==> config.mk <==
export PLATFORM = sky130hd
export DESIGN_NAME = slot_busy_tracker
export DESIGN_NICKNAME = d
export VERILOG_FILES = /design/src/rtl/slot_pkg.sv /design/src/rtl/idx_onehot_decoder.sv /design/src/rtl/slot_busy_tracker.sv
export SDC_FILE = /design/constraint.sdc
export NUM_CORES = 1
export LEC_CHECK = 0
export CORE_MARGIN = 1
export CORE_UTILIZATION = 51
export CTS_BUF_LIST = sky130_fd_sc_hd__clkbuf_8
export DETAILED_ROUTE_END_ITERATION = 10
export HOLD_SLACK_MARGIN = 0.02
export PLACE_DENSITY = 0.9
export RECOVER_POWER = 50
export SKIP_CTS_REPAIR_TIMING = 1
export SLEW_MARGIN = 20
export SYNTH_ARGS = -nofsm -noshare
export SYNTH_HDL_FRONTEND = slang
export SYNTH_HIERARCHICAL = 1
export SYNTH_SLANG_ARGS = --single-unit
export TNS_END_PERCENT = 100
==> constraint.sdc <==
create_clock -name clk -period 4.6 [get_ports clk]
set_clock_uncertainty 0.15 [all_clocks]
set_input_delay 0.46 -clock clk [delete_from_list [all_inputs] [get_ports clk]]
set_output_delay 0.46 -clock clk [all_outputs]
set_load 0.02 [all_outputs]
==> src/rtl/slot_pkg.sv <==
// Shared definitions for the slot busy tracker: default slot count, derived
// index/count widths, the slot index type and the free-slot popcount.
package slot_pkg;

    localparam int SLOT_WIDTH = 6;
    localparam int SLOT_IDX_W = $clog2(SLOT_WIDTH);
    localparam int SLOT_CNT_W = $clog2(SLOT_WIDTH + 1);
    localparam int MAX_WIDTH  = 64;

    typedef logic [SLOT_IDX_W-1:0] slot_idx_t;

    // Counts zero bits among the low n bits of vec (upper bits are ignored).
    function automatic int popcount_free(input logic [MAX_WIDTH-1:0] vec, input int n);
        int cnt;
        cnt = 0;
        for (int i = 0; i < MAX_WIDTH; i++) begin
            if (i < n && !vec[i]) begin
                cnt = cnt + 1;
            end
        end
        return cnt;
    endfunction

endpackage

==> src/rtl/idx_onehot_decoder.sv <==
// Combinational slot index to one-hot decoder with range check; codes at or
// above WIDTH decode to all-zero and clear in_range.
module idx_onehot_decoder #(
    parameter int WIDTH = 6,
    parameter int IDX_W = $clog2(WIDTH)
) (
    input  logic [IDX_W-1:0] idx,
    input  logic             en,
    output logic [WIDTH-1:0] onehot,
    output logic             in_range
);

    // Compare with one extra bit so a power-of-two WIDTH does not wrap to 0.
    assign in_range = ({1'b0, idx} < (IDX_W + 1)'(WIDTH));
    assign onehot   = (en && in_range) ? (WIDTH'(1) << idx) : '0;

endmodule

==> src/rtl/slot_busy_tracker.sv <==
// Registered busy vector for WIDTH allocatable slots with allocate/release
// ports, free count, full/empty flags and one-cycle error pulses.
module slot_busy_tracker
    import slot_pkg::*;
#(
    parameter int WIDTH = SLOT_WIDTH,
    parameter int IDX_W = $clog2(WIDTH),
    parameter int CNT_W = $clog2(WIDTH + 1)
) (
    input  logic             clk,
    input  logic             rst_n,
    input  logic             set_valid,
    output logic             set_ready,
    input  logic [IDX_W-1:0] set_idx,
    input  logic             clr_valid,
    input  logic [IDX_W-1:0] clr_idx,
    output logic [WIDTH-1:0] busy,
    output logic [CNT_W-1:0] free_cnt,
    output logic             full,
    output logic             empty,
    output logic             err_range,
    output logic             err_dbl
);

    logic             set_acc;
    logic [WIDTH-1:0] set_oh;
    logic [WIDTH-1:0] clr_oh;
    logic             set_in_range;
    logic             clr_in_range;
    logic [WIDTH-1:0] busy_n;
    logic [CNT_W-1:0] free_cnt_n;
    logic             err_range_n;
    logic             err_dbl_n;

    // Ready comes from registered state only; a same-cycle release cannot open it.
    assign set_ready = ~full;
    assign set_acc   = set_valid & set_ready;

    idx_onehot_decoder #(.WIDTH(WIDTH), .IDX_W(IDX_W)) u_set_dec (
        .idx      (set_idx),
        .en       (set_acc),
        .onehot   (set_oh),
        .in_range (set_in_range)
    );

    idx_onehot_decoder #(.WIDTH(WIDTH), .IDX_W(IDX_W)) u_clr_dec (
        .idx      (clr_idx),
        .en       (clr_valid),
        .onehot   (clr_oh),
        .in_range (clr_in_range)
    );

    // Release applies before allocate, so set+clr of one busy slot keeps it busy.
    assign busy_n     = (busy & ~clr_oh) | set_oh;
    assign free_cnt_n = CNT_W'(popcount_free(MAX_WIDTH'(busy_n), WIDTH));

    assign err_range_n = (set_acc & ~set_in_range) | (clr_valid & ~clr_in_range);
    assign err_dbl_n   = (|(set_oh & busy & ~clr_oh)) | (|(clr_oh & ~busy));

    always_ff @(posedge clk) begin
        if (!rst_n) begin
            busy      <= '0;
            free_cnt  <= CNT_W'(WIDTH);
            full      <= 1'b0;
            empty     <= 1'b1;
            err_range <= 1'b0;
            err_dbl   <= 1'b0;
        end else begin
            busy      <= busy_n;
            free_cnt  <= free_cnt_n;
            full      <= (free_cnt_n == '0);
            empty     <= (free_cnt_n == CNT_W'(WIDTH));
            err_range <= err_range_n;
            err_dbl   <= err_dbl_n;
        end
    end

endmodule

* After elaboration in Yosys (flattened, before gate mapping)
Index checks and enable logic that the tools add are counted.
Operators by class: add/subtract/negate cells 5, magnitude comparators 2, eq/ne operators 1, shifts and indexed selects 2, multiplexer cells 8, bitwise gates (word level) 15, reductions and logical operators 5
Operators by type and width (number):
- 6-bit AND | 4
- 3-bit 2-to-1 mux | 4
- 6-bit 2-to-1 mux | 2
- 6-bit NOT | 2
- 6-bit OR reduction | 2
- 1-bit by 3-bit left shift with 6-bit output, first input constant | 2
- 3-bit by 2-bit adder with 3-bit output, second input constant | 3
- 3-bit < comparator, second input constant | 2
- 6-bit OR | 1
- 2-bit by 1-bit adder with 3-bit output, second input constant | 1
- 1-bit AND | 3
- 3-bit == test, second input constant | 1
- 3-bit logical NOT | 1
- 1-bit NOT | 3
- 1-bit by 1-bit adder with 2-bit output, second input constant | 1
- 1-bit logical AND | 2
- 2-bit 2-to-1 mux | 1
- 1-bit OR | 2
- 1-bit 2-to-1 mux | 1
Word-level totals: flip-flop bits (word level) 13, input bits 10, output and inout bits 14, word-level logic and storage cells 44

* Longest topological paths before layout
Gate-level depths: netlist of the first run.
word-level depth 18, gate-level depth with buffers 18, gate-level depth less buffers 18

* By module
Netlist of the first run, hierarchy kept.
Modules (own cells, without submodules):
- slot_busy_tracker | instances 1, cells an instance 99, area an instance 858.3 um^2, seq. area each 260.2 um^2
- idx_onehot_decoder | instances 2, cells an instance 7, area an instance 78.8 um^2, seq. area each 0.0 um^2

* Worst setup path after synthesis of the first run
OpenSTA, ideal clock, no wires.
path kind input-to-reg, start point input set_valid, end point register full, setup time 0.073 ns, arrival 3.694 ns, required time 4.377 ns, setup slack 0.684 ns, cell stages on the path 17, path buffers 1, cell sequence nor2b_1 nor4b_2 nor2_1 ha_1 clkbuf_1 xor2_1 nor3_1 o31ai_1 or2_2 ha_1 nor3_1 nor2_1 ha_1 nand2_1 xor2_1 xnor2_1 nor3b_2
Between the ends: word-level cells in the longest chain between the ends 16
RTL lines:
- from (decl) | line slot_busy_tracker.sv:12 | input logic set_valid,
- 1-bit AND (*) | line slot_busy_tracker.sv:37 | assign set_acc = set_valid & set_ready;
- 1-bit logical AND (*) | line idx_onehot_decoder.sv:15 | assign onehot = (en && in_range) ? (WIDTH'(1) << idx) : '0;
- 6-bit 2-to-1 mux (*) | line idx_onehot_decoder.sv:15
- named net set_oh[0] | line slot_busy_tracker.sv:26 | logic [WIDTH-1:0] set_oh;
- 6-bit OR (*) | line slot_busy_tracker.sv:54 | assign busy_n = (busy & ~clr_oh) | set_oh;
- 1-bit 2-to-1 mux (*) | line slot_pkg.sv:17 | if (i < n && !vec[i]) begin
- 1-bit by 1-bit adder with 2-bit output | line slot_pkg.sv:18 | cnt = cnt + 1;
- 2-bit 2-to-1 mux (*) | line slot_pkg.sv:17
- 2-bit by 1-bit adder with 3-bit output | line slot_pkg.sv:18
- 3-bit 2-to-1 mux (*) | line slot_pkg.sv:17
- 3-bit by 2-bit adder with 3-bit output | line slot_pkg.sv:18
- 3-bit 2-to-1 mux (*) | line slot_pkg.sv:17
- 3-bit by 2-bit adder with 3-bit output | line slot_pkg.sv:18
- 3-bit 2-to-1 mux (*) | line slot_pkg.sv:17
- 3-bit by 2-bit adder with 3-bit output | line slot_pkg.sv:18
- 3-bit 2-to-1 mux (*) | line slot_pkg.sv:17
- 3-bit logical NOT (*) | line slot_busy_tracker.sv:71 | full <= (free_cnt_n == '0);
- to (signal assigned) | line slot_busy_tracker.sv:71
- to (decl) | line slot_busy_tracker.sv:19 | output logic full,
The timed path passes the listed nets; every way through them passes the cells marked *. A chain may end at the register's enable or synchronous reset.

* Worst setup path in the final report of the first run
start point input set_valid, end point register full
Between the ends: word-level cells in the longest chain between the ends 16
RTL lines:
- 1-bit AND (*) | line slot_busy_tracker.sv:37
- named net set_acc | line slot_busy_tracker.sv:25 | logic set_acc;
- 1-bit logical AND (*) | line idx_onehot_decoder.sv:15
- 6-bit 2-to-1 mux (*) | line idx_onehot_decoder.sv:15
- named net set_oh[0] | line slot_busy_tracker.sv:26
- 6-bit OR (*) | line slot_busy_tracker.sv:54
- 1-bit 2-to-1 mux (*) | line slot_pkg.sv:17
- 1-bit by 1-bit adder with 2-bit output | line slot_pkg.sv:18
- [2 not listed]
- 3-bit 2-to-1 mux (*) | line slot_pkg.sv:17
- 3-bit by 2-bit adder with 3-bit output | line slot_pkg.sv:18
- 3-bit 2-to-1 mux (*) | line slot_pkg.sv:17
- 3-bit by 2-bit adder with 3-bit output | line slot_pkg.sv:18
- 3-bit 2-to-1 mux (*) | line slot_pkg.sv:17
- 3-bit by 2-bit adder with 3-bit output | line slot_pkg.sv:18
- 3-bit 2-to-1 mux (*) | line slot_pkg.sv:17
- 3-bit logical NOT (*) | line slot_busy_tracker.sv:71
Marked as above.

==> results of run 1 <==
per-stage QoR:
stage / cell area [um2] / setup slack, ns / instances / hold WS, ns / total power (uW)
finish: 1340 / 0.269 / 166 / 0.507 / 507
global route: 1340 / 0.0338 / 166 / 0.546 / 540
CTS: 1330 / 0.221 / 166 / 0.493 / 517
detailed placement: 1290 / 0.0121 / 162 / 0.498 / 413
global placement: 1290 / 0.152 / 162 / 0.466 / 405
floorplan: 1020 / 0.684 / 113 / 0.372 / 324
critical path, stage by stage:
cell and delay [ns]:
clkdlybuf4s50_1 0.47, nor2b_1 0.34, nor4b_4 0.34, nor2_2 0.11
ha_1 0.39, xor2_1 0.17, nor3_1 0.17, o31ai_1 0.12
or2_2 0.31, ha_1 0.30, nor3_1 0.24, nor2_1 0.08
ha_1 0.30, inv_1 0.06, mux2i_1 0.08, o31ai_2 0.10
nand2_1 0.13, nor3b_2 0.17
layout make-up:
| cell class | count | area [um2] | share of cell area, % |
|---|---|---|---|
| Tap cell | 25 | 31.3 | 2.33 |
| Clock inverter | 1 | 3.75 | 0.279 |
| Sequential cell | 13 | 260 | 19.4 |
| Timing Repair Buffer | 25 | 245 | 18.2 |
| Multi-Input combinational cell | 86 | 713 | 53.1 |
| Clock buffer | 3 | 41.3 | 3.07 |
| Inverter | 13 | 48.8 | 3.63 |
power groups by stage:
stage	Combinational, uW	Clock (uW)	Sequential (uW)
after floorplan	153	0	171
after global placement	260	0	145
after detailed placement	267	0	146
after CTS	270	102	144
after global routing	288	107	145
final	263	101	143
cell usage after synthesis (all sizes together), types with 3 or more instances:
cell and n:
and4b 4, o31ai 3, nand2 6, a21oi 3
nand2b 4, and4bb 6, xnor2 3, dfxtp 13
ha 4, nor2b 8, xor2 3, inv 13
o211ai 3, nor2 15
cell usage in the layout (no fill, tap or decap), types with 2 or more instances in the layout:
cell type        count
xnor2_1              2
clkdlybuf4s50_1     13
dlygate4sd3_1       10
a21oi_1              3
mux2i_1              2
buf_4                2
and4b_2              3
o221ai_1             2
nand2_1              6
nor2b_4              2
xor2_1               3
and4bb_2             5
inv_1               14
o211ai_1             3
nor2_1              12
or2_2                2
nand2b_1             4
o31ai_2              2
nor2b_1              6
clkbuf_8             3
o22ai_1              2
nor3_1               2
ha_1                 4
nor2_4               2
dfxtp_1             13
a222oi_1             2
worst min-delay path by stage:
stage               startpoint          end  slack, ns  cells past startpoint
detailed placement        full    err_range       0.50                      3
floorplan                rst_n  free_cnt[2]       0.37                      1
global placement          full    err_range       0.47                      3
global route              full    err_range       0.55                      3
finish                    full    err_range       0.51                      3
CTS                       full    err_range       0.49                      3
cell families (layout without fill, tap and decap cells):
| family | after synthesis | count (layout) | share of synthesized area [%] |
|---|---|---|---|
| simple gates | 55 | 55 | 40.0 |
| compound gates | 18 | 18 | 14.2 |
| fa+ha+maj | 4 | 4 | 4.93 |
| buf+inv | 14 | 42 | 5.17 |
| mux | 2 | 2 | 1.97 |
| xor+xnor | 7 | 7 | 8.13 |
| flops | 13 | 13 | 25.6 |
routing by layer:
layer	GRT usage, %	routed length [um]	vias to the layer above
met5	0	0	-
met2	38.9	1190	39
met1	31.2	1060	452
li1	-	-	466
met4	15.4	32	0
met3	1.57	125	4
flip-flops by register name, indices dropped and copies added, names as in the netlist:
signal     flops
busy           6
free_cnt       3
empty          1
err_dbl        1
err_range      1
full           1
==> metrics.md, run 1 <==
| Metric | Value |
|---|---|
| CTS tree | built |
| H-tree Lvls | 1 |
| Die ar. | 2170 um2 |
| VDD IR max | 247 uV |
| First-pass GRT wire length | 3730 um |
| Max Cap Viol | 0 |
| R2r endpoint | full |
| Sw Ratio | 37.7% |
| FF+latch count, synth | 13 |
| Shortest period the worst path allows | 4.33 ns |
| Final Util | 74.6% |
| Post-route ant nets | 0 |
| Worst-case clock buffer depth | 2 |
| Via count | 961 |
| Later-pin clock latency in the skew report | 0.24 ns |
| Die width | 46.6 um |
| Worst setup EP type | flop |
| Yosys warning count | 6 |
| Final WL | 2400 um |
| Diodes inserted | 0 |
| Register area share after synthesis | 25.6% |
| Total GRT Usage | 24.3% |
| PwrDens | 377 nW/um2 |
| Row Count | 15 |
| Largest net degree at the start of global routing | 9 |
| Vias per inst | 5.79 |
| Clock root cell | clkbuf_8 |
| Vias in the first global route | 860 |
| Net count after synthesis | 127 |
| Post-DR wirelength/cell | 14.5 um |
| Die Ht | 46.6 um |
| Crit path DAT | 4.36 ns |
| RSZ-0062 raised after global routing | no |
| Crit Path Category | in -> reg |
| Final setup TNS | 0 ns |
| Min-Delay Path Class | reg -> reg |
| CTS Sinks | 13 |
| Commonest register cell after synthesis | dfxtp_1 |
| Detailed-route DRC error count | 0 |
| P_sw | 191 uW |
| Register-to-register path setup slack | 0.66 ns |
| Final hold viol count | 0 |
| Worst R2R Path Depth | 17 |
| Initial Util | 56.4% |
| Max Slew Vio Count | 0 |
| Post-synth cell types | 36 |
| Worst Tran Pin Value | 0.402 ns |
| Synth Instances | 113 |
| Initial antenna violation count | 0 |
| Critical Path End | full |
| Layout cells sized above 1 | 19.1% |
| Drt pass-1 iters | 4 |
| Synth async-reset ratio | 0% |
| Fin crit share | 94.1% |
| Top-area cell type share of the netlist area | 25.6% |
| Internal power | 316 uW |
| Initial drt markers | 31 |
| TritonCTS Buffers | 3 |
| GRT overflow | 0 |
| Crit-path max FO | 7 |
| Worst slew margin | 73.1% |
| Static Leak | 0.000560 uW |
| Crit start category | input pin |
| Boundary pin count | 24 |
| RePlAce Congestion | 0.868 |
| Avg Synthesized Cell Area | 8.99 um2 |
| Area growth syn-to-layout | 32.3% |
| Number of synthesized flops with an enable pin | 0 |
| Number of port buffers | 23 |
| DP HPWL | 1830 um |
| Combinational Power Share | 51.9% |
| Reg power frac | 28.2% |
| Core area | 1800 um2 |
| Post-layout nets | 156 |
| Netlist area before placement | 1020 um2 |
| Critical R2R Launch | full |
| CP Launch Point | set_valid |
| Worst path required time | 4.62 ns |
| Area contributors post-synth | dfxtp_1 (26%), and4bb_2 (7.4%), ha_1 (4.9%) |
| Clock power share | 19.9% |
| Setup violators final | 0 |
| Fill cell count | 119 |
| Fmax | 231 MHz |
| Status | finished clean |
| Post-synth top area cell | dfxtp_1 |
| Clock Pin Slew Worst Setup and Hold Paths | 0.05 ns |
Power figures use the tool's default switching activity.
==> run 2: changes to the inputs <==
Settings changed: ABC_AREA set to 1, CORE_UTILIZATION 51 to 35, PLACE_DENSITY 0.9 to 0.7.
Clock period 4.6 ns to 3.7 ns, I/O delays scaled along.
==> run 2 against run 1 <==
Net effect: wire length rose by 8.3%; power rose by 25%; critical endpoint unchanged; clock power rose by 27%; cell area rose by 13%; critical path depth rose by 8; die area rose by 37%; register-to-register slack got worse by 0.32 ns; synthesized cell count rose by 37%; global-route usage fell by 5.5 points; via count rose by 15%.
==> metrics.md, run 2 <==
| Metric | Value |
|---|---|
| Worst Tran Pin Value | 0.326 ns (-0.0757 ns) |
| RSZ-0062 raised after global routing | no |
| Crit path DAT | 3.40 ns (-0.96 ns) |
| Sw Ratio | 38.7% (+1.0 points) |
| Die width | 54.6 um (+17%) |
| Clock Pin Slew Worst Setup and Hold Paths | 0.06 ns (about the same) |
| Net count after synthesis | 169 (+33%) |
| CP peak stage delay | 0.34 ns (-0.13 ns) |
| Clock power share | 20.2% (+0.3 points) |
| VDD IR max | 381 uV (+54%) |
| Placed Area | 1380 um2 (+7.1%) |
| Boundary pin count | 24 (unchanged) |
| FF+latch count, synth | 13 (unchanged) |
| Number of port buffers | 23 (unchanged) |
| P_sw | 245 uW (+28%) |
| Place WS | -0.467 ns (-0.479 ns) |
| Crit-path max FO | 3 (-4) |
| Post-synth cell types | 23 (-36%) |
| Top flop regs | busy (6), free_cnt (3) |
| Worst path required time | 3.74 ns (-0.88 ns) |
| Critical-path top delay cell | dfxtp_1 |
| Largest Register | busy |
| TritonCTS Buffers | 3 (unchanged) |
| Vias per inst | 4.69 (-19%) |
| Combinational Power Share | 52.1% (+0.2 points) |
| Avg Synthesized Cell Area | 6.26 um2 (-30%) |
| H-tree Lvls | 1 (unchanged) |
| Commonest register cell after synthesis | dfxtp_1 |
| RePlAce Congestion | 0.906 (+4.4%) |
| Internal power | 388 uW (+23%) |
| Post-DR wirelength/cell | 11.1 um (-24%) |
| Die Ht | 54.6 um (+17%) |
| Min-Delay Path Class | in -> reg |
| Die ar. | 2980 um2 (+37%) |
| Register area share after synthesis | 26.8% (+1.2 points) |
| Shortest period the worst path allows | 3.36 ns |
| Area growth syn-to-layout | 57.0% |
| Initial drt markers | 10 (-68%) |
| Row Count | 18 (+3) |
| Crit start category | flop |
| Top-area cell type share of the netlist area | 26.8% (+1.2 points) |
| Worst-case clock buffer depth | 2 (unchanged) |
| Post-synth top area cell | dfxtp_1 |
| Drt pass-1 iters | 4 (unchanged) |
| First-pass GRT wire length | 4070 um (+9.1%) |
| Netlist area before placement | 970 um2 (-4.6%) |
| PwrDens | 416 nW/um2 (+10%) |
| Final WS setup | 0.340 ns (+0.0709 ns) |
| CTS tree | built |
| Setup violators final | 0 (unchanged) |
| Fin crit share | 90.8% |
| CTS Sinks | 13 (unchanged) |
| Core area | 2540 um2 (+41%) |
| Status | finished clean |
| Vias in the first global route | 1,056 (+23%) |
| Post-layout nets | 220 (+41%) |
| Max Cap Viol | 0 (unchanged) |
| Number of synthesized flops with an enable pin | 0 (unchanged) |
| Area contributors post-synth | dfxtp_1 (27%), nand2_1 (13%), nand2_2 (10%) |
| Crit Path Category | reg -> reg |
| Worst slew margin | 78.1% (+4.9 points) |
| Clock root cell | clkbuf_8 |
| Diodes inserted | 0 (unchanged) |
| Detailed-route DRC error count | 0 (unchanged) |
| Layout cells sized above 1 | 35.1% (+16 points) |
| Non-filler cells, final | 235 (+42%) |
| Synth async-reset ratio | 0% (unchanged) |
| Placed cell count | 227 (+40%) |
| Final hold viol count | 0 (unchanged) |
| Initial Util | 38.1% (-18 points) |
| Finished Cell Area | 1520 um2 (+13%) |
| Post-route ant nets | 0 (unchanged) |
| Later-pin clock latency in the skew report | 0.25 ns (about the same) |
| Cell family with most CP delay | simple AND/OR/NAND/NOR gates |
| Max reg flops | 6 (unchanged) |
| Yosys warning count | 6 (unchanged) |
| Most frequent cells in the layout | nand2_1 (33), buf_4 (23), inv_1 (22) |
| Worst setup EP type | flop |
| Reg power frac | 27.7% (-0.5 points) |
| Commonest non-fill, non-tap cell in the layout | nand2_1 |
| Most common cell in the netlist | nand2_1 |
| DP HPWL | 2060 um (+13%) |
| GRT overflow | 0 (unchanged) |
| Final WL | 2600 um (+8.3%) |
| Fmax | 298 MHz |
| Post-synth top cells | nand2_1 (34), inv_1 (25), nor2_1 (24) |
| Largest net degree at the start of global routing | 11 (+2) |
| Synth Instances | 155 (+37%) |
| Via count | 1,102 (+15%) |
| Static Leak | 0.000804 uW (+44%) |
| Initial antenna violation count | 0 (unchanged) |
| Crit path buffers/inverters | 5 (+3) |
| Max Slew Vio Count | 0 (unchanged) |
| Total GRT Usage | 18.8% (-5.5 points) |
==> run 2: cell count changes after synthesis, sizes merged, moves of 3 or more <==
cell and delta:
nand2 +45, inv +19, nand3 +11, nor2 +11, nor2b -8, and4bb -6
and4b -4, nand2b -4, o211ai -3, o31ai -3, xnor2 -3
==> run 2: path summary, 6_finish.rpt <==
kind	start	endpoint	slack, ns	cells after the start
min reg2reg	busy[5]	busy[5]	0.45	2
max	full	full	0.34	26
max reg2reg	full	full	0.34	26
min	set_valid	err_range	0.37	5
==> run 2: cell type report <==
cell class | instances | area [um2]
multi-input combinational | 109 | 633
timing repair buffer | 46 | 423
sequential | 13 | 260
inverter | 33 | 124
fill | 230 | 1020
clock inverter | 1 | 3.75
tap | 30 | 37.5
clock buffer | 3 | 41.3
==> run 2: cells by family after synthesis <==
logic type	Yosys count	share of synthesized area (%)
and+or+nand+nor	93	44.5
buffers and inverters	33	12.8
DFF	13	26.8
AOI/OAI and AO/OA	11	9.81
adders and majority gates	4	5.16
xor gates and xnor gates	1	0.903
==> run 2: worst reg2reg max path, cell delays in order, from the launching register on <==
cell and delay, ns:
dfxtp_1 0.34, nor2_4 0.12, nand2_2 0.09, nor2_2 0.11
inv_1 0.06, nand2_2 0.07, inv_2 0.05, ha_4 0.26
inv_1 0.04, nand2_2 0.07, nand2_2 0.08, inv_2 0.08
nand2_1 0.07, nand3_2 0.07, nand2_1 0.05, ha_1 0.27
or2_4 0.25, and2_1 0.16, ha_1 0.18, nand2_1 0.07
xor2_1 0.17, inv_1 0.06, nand2_1 0.07, nand2_2 0.06
nor2_2 0.11, nand2_1 0.08, nor2_2 0.09
==> run 2: per-layer routing <==
| layer | track usage [%] | part of all wire [%] | up-vias |
|---|---|---|---|
| li1 | - | - | 574 |
| met1 | 17.5 | 38 | 498 |
| met2 | 38.2 | 57 | 24 |
| met3 | 3.33 | 3.2 | 6 |
| met4 | 8.97 | 1.7 | 0 |
| met5 | 0 | 0 | - |
==> run 2: power groups by stage <==
stage | combinational, uW | sequential, uW | clock, uW
5_1_grt | 369 | 178 | 134
3_5_place_dp | 310 | 178 | 0
4_1_cts | 311 | 175 | 125
6_report | 330 | 175 | 128
2_1_floorplan | 165 | 206 | 0
3_3_place_gp | 299 | 176 | 0
==> run 2: per-stage QoR <==
step | utilization [%] | setup TNS (ns) | hold slack [ns] | power, uW
2_1_floorplan | - | 0 | 0.289 | 371
3_3_place_gp | 54.2 | -0.873 | 0.425 | 475
3_5_place_dp | 54.2 | -1.42 | 0.445 | 488
4_1_cts | 56.0 | -0.620 | 0.454 | 612
5_1_grt | 59.8 | 0 | 0.386 | 681
6_report | 59.8 | 0 | 0.368 | 633
==> run 3: changes to the inputs <==
Settings changed: SLEW_MARGIN 20 to unset.
==> results of run 3 <==
The final DEF is identical to that of run 2; final timing and power are the same.
